<file path="src/rtl/fetch_pkg.sv">
// Shared types and defaults for the instruction-fetch sequencer.
package fetch_pkg;

  localparam int DEF_ADDR_W = 16;
  localparam int DEF_DATA_W = 32;
  localparam int DEF_QDEPTH = 2;

  // Word address the PC starts from after reset.
  localparam logic [15:0] DEF_RESET_PC = 16'h0000;

  // BR XZR: the word that ends instruction fetching.
  localparam logic [31:0] DEF_HALT_INSN = 32'hD60003E0;

  typedef enum logic [1:0] {
    IDLE,
    FETCH,
    HALT
  } fetch_state_e;

  // One fetch-queue entry at the default widths: word address plus instruction.
  typedef struct packed {
    logic [DEF_ADDR_W-1:0] pc;
    logic [DEF_DATA_W-1:0] insn;
  } fetch_entry_t;

endpackage

</file>
<file path="src/rtl/fetch_queue.sv">
// Small synchronous FIFO buffering fetched {pc, insn} entries for decode.
module fetch_queue #(
  parameter int ENTRY_W = 48,
  parameter int QDEPTH  = 2
) (
  input  logic               clk,
  input  logic               rst_n,
  input  logic               push,
  input  logic               pop,
  input  logic               flush,
  input  logic [ENTRY_W-1:0] din,
  output logic               full,
  output logic               empty,
  output logic [ENTRY_W-1:0] head
);

  localparam int PTR_W = $clog2(QDEPTH);
  localparam int CNT_W = PTR_W + 1;

  logic [ENTRY_W-1:0] mem [QDEPTH];
  logic [PTR_W-1:0]   wr_ptr;
  logic [PTR_W-1:0]   rd_ptr;
  logic [CNT_W-1:0]   count;
  logic               do_push;
  logic               do_pop;

  assign full    = (count == CNT_W'(QDEPTH));
  assign empty   = (count == '0);
  assign head    = mem[rd_ptr];
  assign do_pop  = pop && !empty;
  assign do_push = push && !flush && (!full || do_pop);

  // Storage, pointers and occupancy; flush empties the queue and wins over a push.
  always_ff @(posedge clk or negedge rst_n) begin
    if (!rst_n) begin
      for (int i = 0; i < QDEPTH; i++) mem[i] <= '0;
      wr_ptr <= '0;
      rd_ptr <= '0;
      count  <= '0;
    end else if (flush) begin
      wr_ptr <= '0;
      rd_ptr <= '0;
      count  <= '0;
    end else begin
      if (do_push) begin
        mem[wr_ptr] <= din;
        wr_ptr      <= wr_ptr + PTR_W'(1);
      end
      if (do_pop) rd_ptr <= rd_ptr + PTR_W'(1);
      count <= count + CNT_W'(do_push) - CNT_W'(do_pop);
    end
  end

endmodule

</file>
<file path="src/rtl/fetch_sequencer.sv">
// Instruction-fetch controller: owns the PC, drives the ROM address, queues
// fetched words for decode and stops fetching once the halt word is fetched.
module fetch_sequencer
  import fetch_pkg::*;
#(
  parameter int                ADDR_W    = DEF_ADDR_W,
  parameter int                DATA_W    = DEF_DATA_W,
  parameter int                QDEPTH    = DEF_QDEPTH,
  parameter logic [ADDR_W-1:0] RESET_PC  = ADDR_W'(DEF_RESET_PC),
  parameter logic [DATA_W-1:0] HALT_INSN = DATA_W'(DEF_HALT_INSN)
) (
  input  logic              clk,
  input  logic              rst_n,
  input  logic              start,
  output logic [ADDR_W-1:0] rom_addr,
  input  logic [DATA_W-1:0] rom_data,
  input  logic              redirect_valid,
  input  logic [ADDR_W-1:0] redirect_pc,
  output logic              inst_valid,
  input  logic              inst_ready,
  output logic [DATA_W-1:0] inst,
  output logic [ADDR_W-1:0] inst_pc,
  output logic              halted
);

  fetch_state_e             state;
  logic [ADDR_W-1:0]        pc;
  logic                     full;
  logic                     empty;
  logic                     pop;
  logic                     push;
  logic                     halt_pop;
  logic [ADDR_W+DATA_W-1:0] head;

  assign rom_addr   = pc;
  assign inst_valid = !empty;
  assign inst_pc    = head[ADDR_W+DATA_W-1:DATA_W];
  assign inst       = head[DATA_W-1:0];
  assign pop        = inst_valid && inst_ready;
  assign push       = (state == FETCH) && !redirect_valid && (!full || pop);

  // The halt word is always the last entry queued, so popping it empties the queue.
  assign halt_pop   = pop && (inst == HALT_INSN);

  fetch_queue #(
    .ENTRY_W (ADDR_W + DATA_W),
    .QDEPTH  (QDEPTH)
  ) u_queue (
    .clk   (clk),
    .rst_n (rst_n),
    .push  (push),
    .pop   (pop),
    .flush (redirect_valid),
    .din   ({pc, rom_data}),
    .full  (full),
    .empty (empty),
    .head  (head)
  );

  // PC, fetch state and halted flag; a redirect overrides every other update.
  always_ff @(posedge clk or negedge rst_n) begin
    if (!rst_n) begin
      state  <= IDLE;
      pc     <= RESET_PC;
      halted <= 1'b0;
    end else if (redirect_valid) begin
      state  <= FETCH;
      pc     <= redirect_pc;
      halted <= 1'b0;
    end else begin
      case (state)
        IDLE: begin
          if (start) state <= FETCH;
        end
        FETCH: begin
          if (push) begin
            pc <= pc + ADDR_W'(1);
            if (rom_data == HALT_INSN) state <= HALT;
          end
        end
        HALT: begin
        end
        default: state <= IDLE;
      endcase
      halted <= (state == HALT) && (empty || halt_pop);
    end
  end

endmodule

</file>
<file path="config.mk">
export PLATFORM = sky130hd
export DESIGN_NAME = fetch_sequencer
export DESIGN_NICKNAME = d
export VERILOG_FILES = /design/src/rtl/fetch_pkg.sv /design/src/rtl/fetch_queue.sv /design/src/rtl/fetch_sequencer.sv
export SDC_FILE = /design/constraint.sdc
export NUM_CORES = 1
export LEC_CHECK = 0
export BUFFER_PORTS_ARGS = -buffer_cell sky130_fd_sc_hd__buf_2
export CAP_MARGIN = 20
export CORE_UTILIZATION = 45
export DETAILED_ROUTE_END_ITERATION = 6
export PLACE_DENSITY = 0.74
export SLEW_MARGIN = 10
export SYNTH_ARGS = -nofsm -noshare
export SYNTH_HDL_FRONTEND = slang
export SYNTH_SLANG_ARGS = --single-unit
export TNS_END_PERCENT = 50
</file>
<file path="constraint.sdc">
create_clock -name clk -period 2.9 [get_ports clk]
set_clock_uncertainty 0.05 [all_clocks]
set_input_delay 0.29 -clock clk [delete_from_list [all_inputs] [get_ports clk]]
set_output_delay 0.29 -clock clk [all_outputs]
set_load 0.005 [all_outputs]
</file>
==> impl_metrics.tcl <==
set metrics [dict create \
    cap_viol_max_count 0 \
    worst_setup_path_end_kind "register" \
    nFillCells 1027 \
    cts_buffers 17 \
    vias 4033 \
    crit_path_start_kind "register" \
    gp_congestion 0.837 \
    r2r_start "u_queue.count[1]" \
    ys_seq_area_share_pct 51.8 \
    status "complete, no violations" \
    yosys.area.top_type "dfrtp_1" \
    drive_gt1_share_pct 54.3 \
    power_switching_uw 2040 \
    die_w_um 115 \
    p_leak_uw 0.00311 \
    synth_ff_type "dfrtp_1" \
    drt-vias-per-instance 5.42 \
    sw_frac_of_total_pct 28.1 \
    path_class "reg2reg" \
    die_h_um 115 \
    rsz0062_at_grt "false" \
    antenna_found_initial 0 \
    seqCellArea_um2 2980 \
    holdBufCountCts 1 \
    cp.required_ns 3.14 \
    fin_crit_sh_pct 80.3 \
    setup_viol 0 \
    p_per_area_nw_per_um2 1010 \
    synthTopCellsByArea "dfrtp_1, mux2_2, nor4b_1" \
    cp-startpoint "u_queue.count[1]" \
    p_clk_share_pct 32.0 \
    cts_num_sinks 119 \
    cts-root-buf "clkbuf_16" \
    io_pins 119 \
    synthesis.area_um2 5750 \
    initial_core_util_pct 47.1 \
    setup_tns_ns 0 \
    wirelength_mm 13.3 \
    cts_resized 0 \
    period_minus_slack_ns 2.33 \
    sequentialPowerShare_pct 38.4 \
    fmax_mhz 429 \
    finalPower_uw 7240 \
    min_from "redirect_pc[8]" \
    synth_edf_count 0 \
    grt_start_max_net_pins 62 \
    grt_overflow_total 0 \
    grt_pass1_vias 4130 \
    clockBufferDepth 2 \
    grt_pass1_wl_mm 21.4 \
    ir_worst_vdd_mv 0.558 \
    firstDrtPassIters 4 \
    crit_arrival_ns 2.57 \
    dp_hpwl_mm 9.21 \
    ys_ff_latch 119 \
    multi_input_area_um2 2630 \
    n_antenna_cell 0 \
    synthArstFlopShare_pct 100 \
    hold_violations 0 \
    worstMarginPinSlew_ns 0.794 \
    cts_max_level 4 \
    dr.first_iter.drc_count 148 \
    ys_types 51 \
    syn_to_final_growth_pct 25.3 \
    clk_latency_ns 0.41 \
    power_frac_comb_pct 29.6 \
    tritoncts "yes" \
    routedWlPerCell_um 17.9 \
    clk_pin_slew_ns 0.06 \
    maxSlewHeadroom_pct 47.1 \
    route.detailed.drc 0 \
    yosys_warnings 0 \
    core_um2 12200 \
    row_count 40 \
    syn_inst 439 \
    p_int_uw 5200 \
    slew_viol_final 0 \
    grt_usage_pct 21.4 \
    hold_path.class "in2reg" \
    post-cts-setup-buffers 0 \
    io_buffer_count 118 \
    ant_nets 0 \
    design.die.area_um2 13200 \
    syn_nets 495 \
    avgSynthCellArea_um2 13.1 \
    finalNetCount 619 \
    netlist.area_leader.share_pct 51.8 \
    path_max_fanout 32 \
]
==> cell families after synthesis <==
logic type,count (synthesis),share of synthesized area [%]
mux,146,28.6
buf+inv,30,2.50
fa+ha+maj,3,0.653
simple gates,100,11.4
compound gates,29,3.24
flops,119,51.8
xor+xnor,12,1.83
==> stage by stage <==
step	area [um2]	utilization (%)	hold slack [ns]	setup slack [ns]	cells
finish	7200	59.0	0.0389	0.570	744
global route	7200	59.0	0.0545	0.404	744
CTS	7200	59.0	0.0283	0.579	744
detailed placement	6530	53.5	0.370	0.577	711
global placement	6530	53.5	0.354	0.670	711
floorplan	5750	-	-0.0556	1.02	439
==> synth_stat cells, types with 5 or more instances <==
cell / number
buf_2: 10
clkbuf_1: 6
dfrtp_1: 119
inv_1: 7
mux2_2: 144
nand2_1: 18
nand3_1: 7
nand4b_1: 6
nor2_1: 12
nor3_1: 6
nor4b_1: 10
o21ai_0: 13
or4_1: 5
xnor2_1: 10
==> worst max-delay path, stage by stage (launching register included) <==
cell	delay, ns
dfrtp_1	0.41
nor3b_4	0.22
nor3_2	0.34
and2_2	0.52
buf_12	0.28
mux2_2	0.36
==> sequential cells by signal, indices dropped and copies added (netlist names) <==
signal	flops
halted	1
u_queue.wr_ptr	1
u_queue.rd_ptr	1
state	2
u_queue.mem	96
rom_addr	16
u_queue.count	2
==> cell type report <==
| class | instances | share of cell area [%] |
|---|---|---|
| Clock inverter | 9 | 2.36 |
| Timing Repair Buffer | 127 | 9.56 |
| Sequential cell | 119 | 41.4 |
| Multi-Input combinational cell | 290 | 36.6 |
| Clock buffer | 23 | 6.78 |
| Tap cell | 168 | 2.92 |
| Inverter | 8 | 0.417 |
==> layout by cell type, fill, tap and decap left out, types with 6 or more instances in the layout <==
| cell type | n |
|---|---|
| nor2_1 | 12 |
| nand2_1 | 18 |
| nor4b_1 | 10 |
| mux2_2 | 144 |
| clkbuf_16 | 17 |
| inv_1 | 7 |
| buf_2 | 117 |
| buf_4 | 7 |
| o21ai_0 | 13 |
| nor3_1 | 6 |
| dfrtp_1 | 118 |
| xnor2_1 | 10 |
| nand4b_1 | 6 |
| nand3_1 | 7 |
==> metal layers <==
metal	up-vias	part of all wire, %	track usage (%)
met5	-	0	0
met4	0	2.2	9.35
met3	25	5.5	5.27
met2	131	48	34.4
met1	2006	44	27.6
li1	1871	-	-
==> worst paths after layout <==
check / end / slack, ns / depth (start not counted)
worst max-delay path: u_queue.mem[19] / 0.57 / 5
worst max register to register: u_queue.mem[19] / 0.57 / 5
max in group asynchronous: u_queue.rd_ptr / 1.54 / 3
worst min register to register: u_queue.mem[86] / 0.45 / 1
worst min-delay path: rom_addr[8] / 0.04 / 3
min in group asynchronous: u_queue.mem[63] / 0.46 / 2
==> power by group through the flow <==
| stage | logic (uW) | clock network (uW) | registers (uW) |
|---|---|---|---|
| after floorplan | 1500 | 0 | 2600 |
| after global placement | 2110 | 0 | 2750 |
| after detailed placement | 2150 | 0 | 2790 |
| after CTS | 2170 | 2360 | 2770 |
| after global routing | 2340 | 2420 | 2860 |
| final | 2140 | 2320 | 2780 |
Power figures use the tool's default switching activity.
